===== src/rtl/sha512_masked_schedule_ctrl.sv =====
// Masked SHA-512 message-schedule sequencer and its share-wise sigma gadgets.
// Words use a d-share Boolean layout: bit b of share s sits at index b*d+s.

// Small sigma0 (rotr1 ^ rotr8 ^ shr7), applied independently to each share.
// It is linear over XOR, so no randomness is needed and shares never mix.
module sha_sigma_L0_gadget #(
    parameter int d = 2
) (
    input  logic [d*64-1:0] x,
    output logic [d*64-1:0] y
);
    for (genvar s = 0; s < d; s++) begin : g_share
        logic [63:0] w;
        logic [63:0] r;
        for (genvar b = 0; b < 64; b++) begin : g_bit
            assign w[b]     = x[b*d+s];
            assign y[b*d+s] = r[b];
        end
        assign r = {w[0], w[63:1]} ^ {w[7:0], w[63:8]} ^ (w >> 7);
    end
endmodule

// Small sigma1 (rotr19 ^ rotr61 ^ shr6), applied independently to each share.
module sha_sigma_L1_gadget #(
    parameter int d = 2
) (
    input  logic [d*64-1:0] x,
    output logic [d*64-1:0] y
);
    for (genvar s = 0; s < d; s++) begin : g_share
        logic [63:0] w;
        logic [63:0] r;
        for (genvar b = 0; b < 64; b++) begin : g_bit
            assign w[b]     = x[b*d+s];
            assign y[b*d+s] = r[b];
        end
        assign r = {w[18:0], w[63:19]} ^ {w[60:0], w[63:61]} ^ (w >> 6);
    end
endmodule

// Schedule controller: loads W0..W15, then produces W16..W79 through an
// external masked adder, streaming every word out over valid/ready.
module sha512_masked_schedule_ctrl #(
    parameter int d      = 2,
    parameter int ROUNDS = 80
) (
    input  logic            clk,
    input  logic            rst_n,
    input  logic            start,
    output logic            busy,
    output logic            done,
    input  logic [d*64-1:0] in_data,
    input  logic            in_valid,
    output logic            in_ready,
    output logic [d*64-1:0] w_data,
    output logic [6:0]      w_index,
    output logic            w_valid,
    input  logic            w_ready,
    output logic [d*64-1:0] add_op0,
    output logic [d*64-1:0] add_op1,
    output logic [d*64-1:0] add_op2,
    output logic [d*64-1:0] add_op3,
    output logic            add_req,
    input  logic [d*64-1:0] add_res,
    input  logic            add_ack
);
    localparam int         WB        = d * 64;
    localparam logic [6:0] LAST_T    = 7'(ROUNDS - 1);
    localparam logic [6:0] LOAD_LAST = 7'd15;

    typedef enum logic [2:0] {
        S_IDLE,
        S_LOAD,
        S_ISSUE,
        S_WAIT,
        S_DRAIN
    } state_t;

    state_t        state;
    state_t        state_next;
    logic [6:0]    t;
    logic [WB-1:0] share_buf [16];   // [15] = W[t-1] ... [0] = W[t-16]
    logic          free;
    logic          load_en;
    logic          t_clear;
    logic          done_set;
    logic [WB-1:0] load_word;

    // Adder operands come straight from the buffer; the adder samples them at add_req.
    sha_sigma_L1_gadget #(.d(d)) u_sigma1 (.x(share_buf[14]), .y(add_op0));
    sha_sigma_L0_gadget #(.d(d)) u_sigma0 (.x(share_buf[1]),  .y(add_op2));
    assign add_op1 = share_buf[9];
    assign add_op3 = share_buf[0];

    assign busy = (state != S_IDLE);
    assign free = !w_valid || w_ready;

    // State register.
    always_ff @(posedge clk or negedge rst_n) begin
        // NOTE: sequential state uses non-blocking assignments so every flop samples pre-edge values.
        if (!rst_n) state <= S_IDLE;
        else        state <= state_next;
    end

    // Next-state and handshake decode.
    always_comb begin
        // NOTE: every output of this block gets a default first, so no latch is inferred.
        state_next = state;
        in_ready   = 1'b0;
        add_req    = 1'b0;
        load_en    = 1'b0;
        load_word  = in_data;
        t_clear    = 1'b0;
        done_set   = 1'b0;
        case (state)
            S_IDLE: begin
                if (start) begin
                    state_next = S_LOAD;
                    t_clear    = 1'b1;
                end
            end
            S_LOAD: begin
                in_ready = free;
                if (in_valid && free) begin
                    load_en = 1'b1;
                    if (t == LOAD_LAST) state_next = S_ISSUE;
                end
            end
            S_ISSUE: begin
                // Waiting for free here guarantees the output register can take the sum.
                if (free) begin
                    add_req    = 1'b1;
                    state_next = S_WAIT;
                end
            end
            S_WAIT: begin
                if (add_ack) begin
                    load_en    = 1'b1;
                    load_word  = add_res;
                    state_next = (t == LAST_T) ? S_DRAIN : S_ISSUE;
                end
            end
            S_DRAIN: begin
                if (w_valid && w_ready) begin
                    state_next = S_IDLE;
                    done_set   = 1'b1;
                end
            end
            default: state_next = S_IDLE;
        endcase
    end

    // Output word register, schedule counter and done pulse.
    always_ff @(posedge clk or negedge rst_n) begin
        if (!rst_n) begin
            t       <= '0;
            w_data  <= '0;
            w_index <= '0;
            w_valid <= 1'b0;
            done    <= 1'b0;
        end else begin
            done <= done_set;
            if (t_clear)      t <= '0;
            else if (load_en) t <= t + 7'd1;
            if (load_en) begin
                w_data  <= load_word;
                w_index <= t;
                w_valid <= 1'b1;
            end else if (w_ready) begin
                w_valid <= 1'b0;
            end
        end
    end

    // Share buffer: the newest word enters at [15] and everything shifts toward [0].
    always_ff @(posedge clk or negedge rst_n) begin
        // NOTE: the buffer is cleared on reset, so it is built from resettable flops rather than a RAM.
        if (!rst_n) begin
            for (int i = 0; i < 16; i++) share_buf[i] <= '0;
        end else if (load_en) begin
            for (int i = 0; i < 15; i++) share_buf[i] <= share_buf[i+1];
            share_buf[15] <= load_word;
        end
    end
endmodule

===== config.mk =====
export PLATFORM = sky130hd
export DESIGN_NAME = sha512_masked_schedule_ctrl
export DESIGN_NICKNAME = d
export VERILOG_FILES = /design/src/rtl/sha512_masked_schedule_ctrl.sv
export SDC_FILE = /design/constraint.sdc
export NUM_CORES = 2
export LEC_CHECK = 0
export ABC_AREA = 1
export CAP_MARGIN = 5
export CORE_MARGIN = 1
export CORE_UTILIZATION = 35
export DETAILED_ROUTE_END_ITERATION = 16
export SYNTH_ARGS = -nofsm -noshare
export SYNTH_HDL_FRONTEND = slang
export SYNTH_SLANG_ARGS = --single-unit

===== constraint.sdc =====
create_clock -name clk -period 2.3 [get_ports clk]
set_input_delay 0.46 -clock clk [delete_from_list [all_inputs] [get_ports clk]]
set_output_delay 0.46 -clock clk [all_outputs]
set_load 0.05 [all_outputs]

==> results.py <==
metrics = {
    "run_status": {
        "outcome": "finished, violations left",
        "violations": "design-rule violations, negative setup slack",
    },
    "power_and_ir_drop": {
        "p_comb_share_pct": 53.9,
        "p_sw_mw": 97.5,
        "seq_power_share_pct": 29.2,
        "vdd_drop_max_mv": 2.37,
        "power.density_nw_per_um2": 1830,
        "switching_share_pct": 45.2,
        "leakagePower_nw": 53.2,
        "clock_power_share_pct": 17.0,
        "p_int_mw": 118,
    },
    "synthesis": {
        "synth_top_area_share_pct": 58.3,
        "postSynthAreaPerCell_um2": 9.84,
        "synth_ff_type": "dfrtp_1",
        "synth_edf_count": 0,
        "syn_nets": 9286,
        "netlist_top_cells_count": "nand2_1 (2,211), dfrtp_1 (2,067), inv_1 (1,163)",
        "syn_inst": 9023,
        "synth_seq_cells": 2067,
        "synth.top_cells.by_area": "dfrtp_1 (58%), nand2_1 (9.3%), o21ai_2 (6.9%)",
        "synthArstFlopShare_pct": 100,
        "yosysUniqueCellTypes": 27,
        "yosysWarnings": 0,
        "syn-cell-area_um2": 88800,
        "yosys.area.top_type": "dfrtp_1",
        "yosysMostFrequentCell": "nand2_1",
        "ys_seq_area_share_pct": 58.3,
    },
    "sta": {
        "period_minus_slack_ns": 2.69,
        "fin_skew_ns": 0.0635,
        "rsz0062_at_grt": "true",
        "min_period_over_period_pct": 117,
        "slew_violations": 0,
        "worst_slack_ns": -0.393,
        "max_freq_ghz": 0.371,
        "setup_viol": 248,
        "worst_pin_slew_ns": 0.660,
        "hold_violations": 0,
        "slew-limit-headroom_pct": 56.0,
    },
    "grt": {
        "grt_usage_pct": 22.5,
        "grt_overflow": 0,
        "grt_pass1_wl_um": 427000,
        "grt_antenna_before_repair": 13,
        "grt_pass1_vias": 62800,
        "grt_max_degree": 110,
    },
    "floorplan": {
        "die_w_um": 506,
        "rows": 184,
        "start_util_pct": 35.2,
        "coreArea_um2": 252000,
        "die-area_um2": 256000,
        "ios": 914,
        "die_y_um": 506,
    },
    "place": {
        "placed_cell_area_um2": 104000,
        "place.gp.congestion": 0.948,
        "pre_cts_slack_ns": -0.286,
        "portBuffers": 913,
        "hpwl_um": 225000,
    },
    "routing": {
        "initialDrtViolationCount": 5094,
        "routed_wl_um": 288000,
        "num_vias": 62500,
        "drc": 120,
        "wl_per_cell_um": 21.2,
        "ant_nets": 0,
        "dr.pass1.iters": 14,
        "avgViaCountPerCell": 4.61,
    },
    "job": {
        "cap_violations": 0,
    },
    "critical_path": {
        "crit_path_end_kind": "primary output",
        "worstSetupPathType": "reg -> out",
        "crit_arrival_ns": 2.23,
        "startpoint_type": "flip-flop",
        "crit_fanout": 3,
        "critPathRequiredTime_ns": 1.84,
    },
    "cells_and_area": {
        "regArea_um2": 52000,
        "finalInstanceArea_um2": 118000,
        "fin_util_pct": 46.8,
        "drive_above_1_share_pct": 29.8,
        "area_delta_synth_final_pct": 32.9,
        "fin_nets": 10300,
        "multiInputGateArea_um2": 30800,
        "fill_cells": 23200,
    },
    "clocking": {
        "cts_buffers": 219,
        "tritoncts": "yes",
        "clock-root-buffer": "clkbuf_16",
        "clock-sinks": 2067,
        "htree_levels": 4,
        "clockBufferDepth": 3,
        "insertion_delay_ns": 0.87,
        "path_clk_slew_ns": 0.06,
    },
    "hold_path": {
        "hp-class": "in -> async",
    },
}
-- critical path: stages, from the launching register on --
cell     delay (ns)
dfrtp_2        0.50
buf_12         0.18
xnor2_4        0.15
xor2_1         0.25
buf_4          0.19
buf_12         0.14
-- per-layer routing --
layer,share of wire (%),global-route usage [%]
met5,0.0045,0
met4,6.1,12.0
met3,4.7,3.72
met2,46,35.6
met1,43,29.4
-- state kept, by name, indices dropped and copies added (netlist names) --
signal,cells
done,1
add_op1,128
state,3
t,7
w_valid,1
w_index,7
add_op3,128
share_buf,1792
-- power groups by stage --
stage	clock network [mW]	registers (mW)	logic [mW]
after global placement	0	62.4	106
after global routing	38.9	64.1	123
final	36.6	63.0	116
after detailed placement	0	62.7	107
after CTS	37.4	63.0	115
after floorplan	0	56.1	65.0
-- logic make-up (layout without fill, tap and decap cells) --
family | after synthesis | in the layout | synth area share [%]
buffers and inverters | 2034 | 3203 | 12.0
AOI/OAI and AO/OA | 2186 | 2186 | 15.3
adders and majority gates | 1 | 1 | 0.0141
DFF | 2067 | 2067 | 58.3
and+or+nand+nor | 2246 | 2246 | 9.55
xor gates and xnor gates | 489 | 489 | 4.82
other | 0 | 6 | 0
-- what timing repair did --
item	CTS	global route
hold endpoints to repair	225	0
hold buffers	1	0
buffers inserted	129	47
gates resized for setup	1061	217
setup endpoints to repair	413	1413
cloned	0	1
pin swaps	315	208
-- final cells by class --
type                            count  area share [%]
Inverter                         1165            3.74
Clock inverter                     85           0.959
Tap cell                         3348            3.55
Antenna cell                        6          0.0127
Clock buffer                      323            5.50
Sequential cell                  2067            44.1
Timing Repair Buffer             1630            16.0
Multi-Input combinational cell   4922            26.1
-- path summary, 6_finish.rpt --
path,cells after the start,end,from,slack [ns]
max in group asynchronous,4,share_buf[147],rst_n,0.93
worst max register to register,8,share_buf[1820],state[1],0.12
worst min-delay path,2,share_buf[1568],rst_n,0.18
worst min register to register,2,add_op1[116],share_buf[756],0.46
min in group clk,3,share_buf[93],add_res[93],0.26
worst max-delay path,5,add_op0[113],share_buf[235],-0.39
-- stage by stage --
step	std cells	hold slack (ns)	setup TNS, ns	power (mW)
after floorplan	9023	0.164	-0.672	121
after global placement	13000	0.464	-378.88	168
after detailed placement	13000	0.468	-375.93	169
after CTS	13500	0.163	-55.71	216
after global routing	13500	0.174	-57.98	226
final	13500	0.178	-38.33	216
-- layout by cell type, fill, tap and decap left out, types with 10 or more instances in the layout --
cell type	n
buf_12	387
clkdlybuf4s50_1	260
o21ai_2	700
xor2_2	163
clkdlybuf4s15_1	35
nand2_1	2209
dfrtp_1	1828
clkinvlp_4	10
clkbuf_1	45
buf_8	11
clkbuf_8	57
inv_2	33
buf_6	79
clkdlybuf4s15_2	39
xnor2_4	79
xor2_4	29
clkbuf_16	244
clkinv_2	43
xor2_1	67
o21ai_0	1024
dlygate4sd2_1	77
bufinv_16	18
xnor2_2	149
o21ai_1	448
o211ai_1	12
dfrtp_2	236
buf_4	710
nand3_1	17
inv_1	1121
(Power assumes the default switching activity.)
